--- config.mk ---
export PLATFORM = sky130hd
export DESIGN_NAME = amiga_m68k_bus_master
export DESIGN_NICKNAME = d
export VERILOG_FILES = /design/src/rtl/amiga_m68k_bus_pkg.sv /design/src/rtl/amiga_sync_ff.sv /design/src/rtl/amiga_m68k_bus_master.sv
export SDC_FILE = /design/constraint.sdc
export NUM_CORES = 1
export LEC_CHECK = 0
export ABC_AREA = 0
export CORE_ASPECT_RATIO = 0.5
export CORE_MARGIN = 3
export CORE_UTILIZATION = 41
export DETAILED_ROUTE_END_ITERATION = 8
export PLACE_DENSITY = 0.73
export SETUP_SLACK_MARGIN = 0.2
export SLEW_MARGIN = 20
export SYNTH_ARGS = -nofsm -noshare
export SYNTH_HDL_FRONTEND = slang
export SYNTH_SLANG_ARGS = --single-unit
--- constraint.sdc ---
create_clock -name CLK -period 1.7 [get_ports CLK]
set_input_delay 0.255 -clock CLK [delete_from_list [all_inputs] [get_ports CLK]]
set_output_delay 0.255 -clock CLK [all_outputs]
set_load 0.1 [all_outputs]
--- src/rtl/amiga_m68k_bus_pkg.sv ---
// Shared definitions for the 68000-style bus-cycle initiator.
//   bus_state_e        : bus-cycle state encoding (IDLE, S0, S2, S4, S6, S7)
//   BE_*               : byte-enable patterns ([1] = upper byte, [0] = lower byte)
//   TIMEOUT_CYCLES_DEF : default cap on cycles spent waiting for _DTACK
package amiga_m68k_bus_pkg;

    typedef enum logic [2:0] {
        IDLE,
        S0,
        S2,
        S4,
        S6,
        S7
    } bus_state_e;

    localparam logic [1:0] BE_NONE  = 2'b00;
    localparam logic [1:0] BE_WORD  = 2'b11;
    localparam logic [1:0] BE_UPPER = 2'b10;
    localparam logic [1:0] BE_LOWER = 2'b01;

    localparam int unsigned TIMEOUT_CYCLES_DEF = 1024;

endpackage

--- src/rtl/amiga_sync_ff.sv ---
// N-stage synchroniser for an asynchronous, active-low level.
// Every stage presets to 1 so the synchronised signal reads inactive out of reset.
//   clk   : sampling clock
//   rst_n : synchronous active-low reset
//   d     : asynchronous input
//   q     : synchronised output (last stage)
module amiga_sync_ff #(
    parameter int unsigned STAGES = 2
) (
    input  logic clk,
    input  logic rst_n,
    input  logic d,
    output logic q
);

    logic [STAGES-1:0] sync_q;
    logic [STAGES-1:0] sync_d;

    always_comb begin
        sync_d = {sync_q[STAGES-2:0], d};
    end

    always_ff @(posedge clk) begin
        if (!rst_n) begin
            sync_q <= '1;
        end else begin
            sync_q <= sync_d;
        end
    end

    assign q = sync_q[STAGES-1];

endmodule

--- src/rtl/amiga_m68k_bus_master.sv ---
// Master end of an asynchronous 68000 bus cycle, driven by a local REQ/DONE
// handshake. Every bus output is registered; _DTACK is synchronised first.
//   CLK, _RST                : clock (2x 68000 clock), synchronous active-low reset
//   REQ, RW, ADDR, WDATA, BE : local request (REQ sampled only in IDLE)
//   BUSY, DONE, ERR, RDATA   : local status, completion pulse, error flag, read data
//   A, D_OUT, D_OE, D_IN     : bus address, write data, data drive enable, read data
//   _AS, _UDS, _LDS, _PRW    : bus strobes and read/write
//   _DTACK                   : asynchronous acknowledge from the responder
module amiga_m68k_bus_master
    import amiga_m68k_bus_pkg::*;
#(
    parameter int unsigned SYNC_STAGES    = 2,
    parameter int unsigned TIMEOUT_CYCLES = TIMEOUT_CYCLES_DEF,
    parameter int unsigned TO_W           = 11
) (
    input  logic        CLK,
    input  logic        _RST,
    input  logic        REQ,
    input  logic        RW,
    input  logic [22:0] ADDR,
    input  logic [15:0] WDATA,
    input  logic [1:0]  BE,
    output logic        BUSY,
    output logic        DONE,
    output logic        ERR,
    output logic [15:0] RDATA,
    output logic [22:0] A,
    output logic [15:0] D_OUT,
    output logic        D_OE,
    input  logic [15:0] D_IN,
    output logic        _AS,
    output logic        _UDS,
    output logic        _LDS,
    output logic        _PRW,
    input  logic        _DTACK
);

    localparam logic [TO_W-1:0] TO_LAST = TO_W'(TIMEOUT_CYCLES - 1);

    bus_state_e        state_q, state_d;
    logic [TO_W-1:0]   cnt_q, cnt_d;
    logic              abort;
    logic              dtack_s_n;

    logic [1:0]  be_q, be_d;
    logic [15:0] wdata_q, wdata_d;
    logic [22:0] a_q, a_d;
    logic        prw_q, prw_d;
    logic [15:0] dout_q, dout_d;
    logic        doe_q, doe_d;
    logic        as_n_q, as_n_d;
    logic        uds_n_q, uds_n_d;
    logic        lds_n_q, lds_n_d;
    logic [15:0] rdata_q, rdata_d;
    logic        busy_q, busy_d;
    logic        done_q, done_d;
    logic        err_q, err_d;

    amiga_sync_ff #(
        .STAGES(SYNC_STAGES)
    ) u_dtack_sync (
        .clk  (CLK),
        .rst_n(_RST),
        .d    (_DTACK),
        .q    (dtack_s_n)
    );

    // State register
    always_ff @(posedge CLK) begin
        if (!_RST) begin
            state_q <= IDLE;
            cnt_q   <= '0;
        end else begin
            state_q <= state_d;
            cnt_q   <= cnt_d;
        end
    end

    // Next-state logic; abort marks a transition into S7 that ends with ERR
    always_comb begin
        state_d = state_q;
        cnt_d   = cnt_q;
        abort   = 1'b0;
        case (state_q)
            IDLE: begin
                if (REQ) begin
                    state_d = S0;
                    cnt_d   = '0;
                end
            end
            S0: begin
                if (be_q == BE_NONE) begin
                    state_d = S7;
                    abort   = 1'b1;
                end else begin
                    state_d = S2;
                end
            end
            S2: state_d = S4;
            S4: begin
                if (!dtack_s_n) begin
                    state_d = S6;
                end else if (cnt_q == TO_LAST) begin
                    state_d = S7;
                    abort   = 1'b1;
                end else begin
                    cnt_d = cnt_q + TO_W'(1);
                end
            end
            S6:      state_d = S7;
            S7:      state_d = IDLE;
            default: state_d = IDLE;
        endcase
    end

    // Output logic: bus outputs are computed one cycle early from the
    // transition so the registered value lines up with the state it belongs to.
    always_comb begin
        be_d    = be_q;
        wdata_d = wdata_q;
        a_d     = a_q;
        prw_d   = prw_q;
        dout_d  = dout_q;
        doe_d   = doe_q;
        as_n_d  = as_n_q;
        uds_n_d = uds_n_q;
        lds_n_d = lds_n_q;
        rdata_d = rdata_q;
        busy_d  = (state_d != IDLE);
        done_d  = (state_d == S7);
        err_d   = abort;

        if (state_q == IDLE && REQ) begin
            be_d    = BE;
            wdata_d = WDATA;
            // An empty byte enable never touches the bus, so A and _PRW keep their values
            if (BE != BE_NONE) begin
                a_d   = ADDR;
                prw_d = RW;
            end
        end

        if (state_q == S0 && state_d == S2) begin
            as_n_d = 1'b0;
            if (prw_q) begin
                {uds_n_d, lds_n_d} = ~be_q;
            end else begin
                dout_d = wdata_q;
                doe_d  = 1'b1;
            end
        end

        // Write strobes follow the data by one cycle
        if (state_q == S2 && !prw_q) begin
            {uds_n_d, lds_n_d} = ~be_q;
        end

        if (state_q == S6 && prw_q) begin
            rdata_d = D_IN;
        end

        if (state_d == S7) begin
            as_n_d  = 1'b1;
            uds_n_d = 1'b1;
            lds_n_d = 1'b1;
        end

        if (state_q == S7) begin
            doe_d = 1'b0;
        end
    end

    always_ff @(posedge CLK) begin
        if (!_RST) begin
            be_q    <= '0;
            wdata_q <= '0;
            a_q     <= '0;
            prw_q   <= 1'b1;
            dout_q  <= '0;
            doe_q   <= 1'b0;
            as_n_q  <= 1'b1;
            uds_n_q <= 1'b1;
            lds_n_q <= 1'b1;
            rdata_q <= '0;
            busy_q  <= 1'b0;
            done_q  <= 1'b0;
            err_q   <= 1'b0;
        end else begin
            be_q    <= be_d;
            wdata_q <= wdata_d;
            a_q     <= a_d;
            prw_q   <= prw_d;
            dout_q  <= dout_d;
            doe_q   <= doe_d;
            as_n_q  <= as_n_d;
            uds_n_q <= uds_n_d;
            lds_n_q <= lds_n_d;
            rdata_q <= rdata_d;
            busy_q  <= busy_d;
            done_q  <= done_d;
            err_q   <= err_d;
        end
    end

    assign BUSY  = busy_q;
    assign DONE  = done_q;
    assign ERR   = err_q;
    assign RDATA = rdata_q;
    assign A     = a_q;
    assign D_OUT = dout_q;
    assign D_OE  = doe_q;
    assign _AS   = as_n_q;
    assign _UDS  = uds_n_q;
    assign _LDS  = lds_n_q;
    assign _PRW  = prw_q;

endmodule

==> impl_results.html, run 1 <==
<table>
<tr><th>Metric</th><th>Value</th></tr>
<tr><th colspan="2">Synthesis</th></tr>
<tr><td>Yosys cell types</td><td>45</td></tr>
<tr><td>Net count of the mapped netlist</td><td>512</td></tr>
<tr><td>Total number of yosys warnings</td><td>0</td></tr>
<tr><td>FF+latch count, synth</td><td>97</td></tr>
<tr><td>Share of synthesized area occupied by flip-flops and latches</td><td>52.9%</td></tr>
<tr><td>Flip-flop cell with the highest count after synthesis</td><td>sky130_fd_sc_hd__dfxtp_1</td></tr>
<tr><td>Post-synth EDFFs</td><td>0</td></tr>
<tr><td>Ys async rst share</td><td>0%</td></tr>
<tr><td>Post-Syn Area per Cell</td><td>8.17 um^2</td></tr>
<tr><td>Syn Std Cell Area</td><td>0.00367 mm^2</td></tr>
<tr><td>Mapped Cells</td><td>449</td></tr>
<tr><th colspan="2">Drt</th></tr>
<tr><td>Remaining antenna violation count after routing</td><td>0</td></tr>
<tr><td>Drt first-iter violations</td><td>277</td></tr>
<tr><td>Final wirelength</td><td>13,000 um</td></tr>
<tr><td>WL per Instance</td><td>17.7 um</td></tr>
<tr><td>Total DRC errors in the routed layout</td><td>0</td></tr>
<tr><td>Via/cell ratio</td><td>5.31</td></tr>
<tr><td>Via count of the routed design</td><td>3,892</td></tr>
<tr><td>First drt pass iteration count</td><td>4</td></tr>
<tr><th colspan="2">Timing</th></tr>
<tr><td>Fmax</td><td>608 MHz</td></tr>
<tr><td>Actual transition at the worst max-transition pin</td><td>0.625 ns</td></tr>
<tr><td>Number of endpoints with negative hold slack in the final report</td><td>0</td></tr>
<tr><td>Final worst-path cycle share</td><td>96.8%</td></tr>
<tr><td>Fin worst setup slack</td><td>0.0546 ns</td></tr>
<tr><td>Setup-failing EPs final</td><td>0</td></tr>
<tr><td>Setup skew after layout</td><td>0.00934 ns</td></tr>
<tr><td>Worst Hold Slack</td><td>0.282 ns</td></tr>
<tr><td>Shortest clock period the worst path allows after layout</td><td>1.65 ns</td></tr>
<tr><td>Unrepaired setup endpoints after global routing</td><td>true</td></tr>
<tr><td>Number of max-slew violations in the final report</td><td>0</td></tr>
<tr><td>Slew headroom</td><td>58.4%</td></tr>
<tr><td>Sum of negative setup slack</td><td>0 ns</td></tr>
<tr><th colspan="2">Worst setup path</th></tr>
<tr><td>Crit path launch type</td><td>register</td></tr>
<tr><td>Arrival time worst endpoint</td><td>1.92 ns</td></tr>
<tr><td>Kind of critical path</td><td>register to register</td></tr>
<tr><td>Peak fanout along the critical path</td><td>22</td></tr>
<tr><td>Required time of the critical path</td><td>1.97 ns</td></tr>
<tr><td>Crit path capture type</td><td>register</td></tr>
<tr><th colspan="2">CTS</th></tr>
<tr><td>Number of clock sinks</td><td>97</td></tr>
<tr><td>Clock latency on the worst-skew pair</td><td>0.35 ns</td></tr>
<tr><td>Clock root buffer</td><td>sky130_fd_sc_hd__clkbuf_16</td></tr>
<tr><td>Clock-pin slew of the registers on the worst-case setup and hold paths</td><td>0.07 ns</td></tr>
<tr><td>TritonCTS clock tree</td><td>yes</td></tr>
<tr><td>CTS buffer count</td><td>9</td></tr>
<tr><td>Post-CTS Hold Fix Bufs</td><td>0</td></tr>
<tr><td>Clock tree buffer depth</td><td>2</td></tr>
<tr><td>Number of H-tree levels</td><td>3</td></tr>
<tr><th colspan="2">Global route</th></tr>
<tr><td>Residual overflow from global routing</td><td>0</td></tr>
<tr><td>Overall track demand over capacity in global routing</td><td>20.6%</td></tr>
<tr><td>Initial antenna violation count</td><td>1</td></tr>
<tr><td>First-pass GRT wire length</td><td>16,900 um</td></tr>
<tr><td>Number of global-route vias before repair</td><td>3,537</td></tr>
<tr><td>Largest net degree at the start of global routing</td><td>49</td></tr>
<tr><th colspan="2">Power and ir drop</th></tr>
<tr><td>Leakage power total</td><td>2.57 nW</td></tr>
<tr><td>Power density over the cells</td><td>1010 mW/mm^2</td></tr>
<tr><td>Maximum VDD drop</td><td>674 uV</td></tr>
<tr><td>Total Power Consumption</td><td>6.84 mW</td></tr>
<tr><th colspan="2">Die</th></tr>
<tr><td>Placeable core region</td><td>0.00835 mm^2</td></tr>
<tr><td>Starting density of the core</td><td>44.0%</td></tr>
<tr><td>DIE AREA</td><td>0.0102 mm^2</td></tr>
<tr><td>Overall die height</td><td>72.9 um</td></tr>
<tr><td>Number of top-level pins</td><td>125</td></tr>
<tr><td>Die X</td><td>140 um</td></tr>
<tr><td>Cell Rows</td><td>23</td></tr>
<tr><th colspan="2">Layout</th></tr>
<tr><td>Final standard cell area without fillers</td><td>0.00678 mm^2</td></tr>
<tr><td>Layout cell share with drive strength beyond 1</td><td>34.5%</td></tr>
<tr><td>Synthesis-to-layout area growth</td><td>84.7%</td></tr>
<tr><td># nets final</td><td>678</td></tr>
<tr><th colspan="2">Placement</th></tr>
<tr><td>Pre-CTS setup slack</td><td>-0.253 ns</td></tr>
<tr><td>Count of input and output buffers</td><td>124</td></tr>
<tr><td>Post-DP HPWL</td><td>7200 um</td></tr>
<tr><td>Post-placement cell area</td><td>0.00584 mm^2</td></tr>
<tr><td>Routability congestion estimate</td><td>0.815</td></tr>
<tr><th colspan="2">Status</th></tr>
<tr><td>Run status</td><td>completed</td></tr>
<tr><th colspan="2">Worst hold path</th></tr>
<tr><td>Hold WC Path Type</td><td>primary input to register</td></tr>
<tr><th colspan="2">Run</th></tr>
<tr><td>Max-capacitance violation count</td><td>0</td></tr>
</table>
-- report_power, final --
group | total [mW] | internal [mW] | switching, mW
Sequential | 2.59 | 2.43 | 0.161
Combinational | 2.36 | 0.979 | 1.38
Clock | 1.89 | 0.996 | 0.894
Total | 6.84 | 4.41 | 2.43
-- cell usage in the layout, fill, tap and decap left out, types with 6 or more instances in the layout --
cell,instances
sky130_fd_sc_hd__nor2_1,6
sky130_fd_sc_hd__a21oi_2,26
sky130_fd_sc_hd__dfxtp_1,88
sky130_fd_sc_hd__buf_4,40
sky130_fd_sc_hd__nand2_1,141
sky130_fd_sc_hd__or4_1,6
sky130_fd_sc_hd__buf_12,68
sky130_fd_sc_hd__nand2_4,15
sky130_fd_sc_hd__clkbuf_16,12
sky130_fd_sc_hd__a21oi_1,58
sky130_fd_sc_hd__clkdlybuf4s50_1,60
-- final timing paths --
path	startpoint	to	slack [ns]	cells after the start
worst max-delay path	state_q[1]$_SDFF_PN0_	A[17]$_SDFFE_PN0P_	0.05	6
worst min-delay path	REQ	BUSY$_SDFF_PN0_	0.28	3
worst max register to register	state_q[1]$_SDFF_PN0_	A[17]$_SDFFE_PN0P_	0.05	6
worst min register to register	u_dtack_sync.sync_q[0]$_SDFF_PN1_	u_dtack_sync.sync_q[1]$_SDFF_PN1_	0.41	1
-- flip-flops by register name, indices dropped and copies added (netlist names), 2 cells and up --
signal	flops
A	23
RDATA	16
cnt_q	11
state_q	3
D_OUT	16
be_q	2
wdata_q	16
u_dtack_sync.sync_q	2
-- through the flow --
step / util (%) / instances
global placement: 70.0 / 691
CTS: 75.4 / 719
floorplan: - / 449
global route: 81.2 / 733
detailed placement: 70.0 / 691
finish: 81.2 / 733
-- final cells by class --
class                   instances  area [um^2]
inverters                       5         18.8
clock inverters                 6         41.3
multi-input cells             320         1900
flip-flops and latches         97         1960
clock buffers                  10          229
well taps                     112          140
fillers                       475         1570
diodes                          1         2.50
repair buffers                182         2480
-- layer usage --
layer	share of wire (%)	track usage (%)	wire (um)
met1	40	24.2	5130
met2	54	37.5	6970
met3	5.1	4.91	666
met4	1.7	7.30	217
met5	0	0	0
-- critical path: stages, from the launching register on --
cell and delay [ns]:
sky130_fd_sc_hd__dfxtp_4 0.36, sky130_fd_sc_hd__buf_12 0.13, sky130_fd_sc_hd__or4b_4 0.53, sky130_fd_sc_hd__nor2_4 0.14, sky130_fd_sc_hd__buf_12 0.17, sky130_fd_sc_hd__nand2_1 0.08, sky130_fd_sc_hd__a21oi_2 0.15
-- timing repair --
item                       in CTS  in global routing
gates cloned                    2                  5
hold endpoints to repair        0                  0
pin swaps                       9                 35
setup buffers                  10                  8
setup endpoints to repair      53                 91
resized for setup              25                 84
-- cells by family after synthesis --
kind of cell             share of synthesized area (%)
adder cells (fa/ha/maj)                          0.341
multiplexers                                     0.546
flip-flops                                        52.9
buffers and inverters                             4.16
AO/OA/AOI/OAI                                     16.4
AND/OR/NAND/NOR                                   25.6
-- Yosys cell counts (all sizes together) (4+ instances only) --
cell type / count / share of area (%)
inv: 4 / 0.41
nand2: 159 / 16
or3: 4 / 0.68
a21oi: 85 / 12
buf: 13 / 2.2
o31ai: 6 / 1.2
dfxtp: 97 / 53
nand3: 5 / 0.68
o21ai: 7 / 0.95
or4: 7 / 1.4
nor2: 9 / 1.2
clkbuf: 14 / 1.4
No activity file was read; power rests on OpenSTA's default activity.
==> inputs of run 2 (changes only) <==
--- a/config.mk
+++ b/config.mk
@@ -5,11 +5,11 @@
 export SDC_FILE = /design/constraint.sdc
 export NUM_CORES = 1
 export LEC_CHECK = 0
-export ABC_AREA = 0
 export CORE_ASPECT_RATIO = 0.5
 export CORE_MARGIN = 3
 export CORE_UTILIZATION = 41
 export DETAILED_ROUTE_END_ITERATION = 8
+export GPL_TIMING_DRIVEN = 1
 export PLACE_DENSITY = 0.73
 export SETUP_SLACK_MARGIN = 0.2
 export SLEW_MARGIN = 20
==> results of run 2 <==
No change in the layout: final DEF, timing and power equal those of run 1.
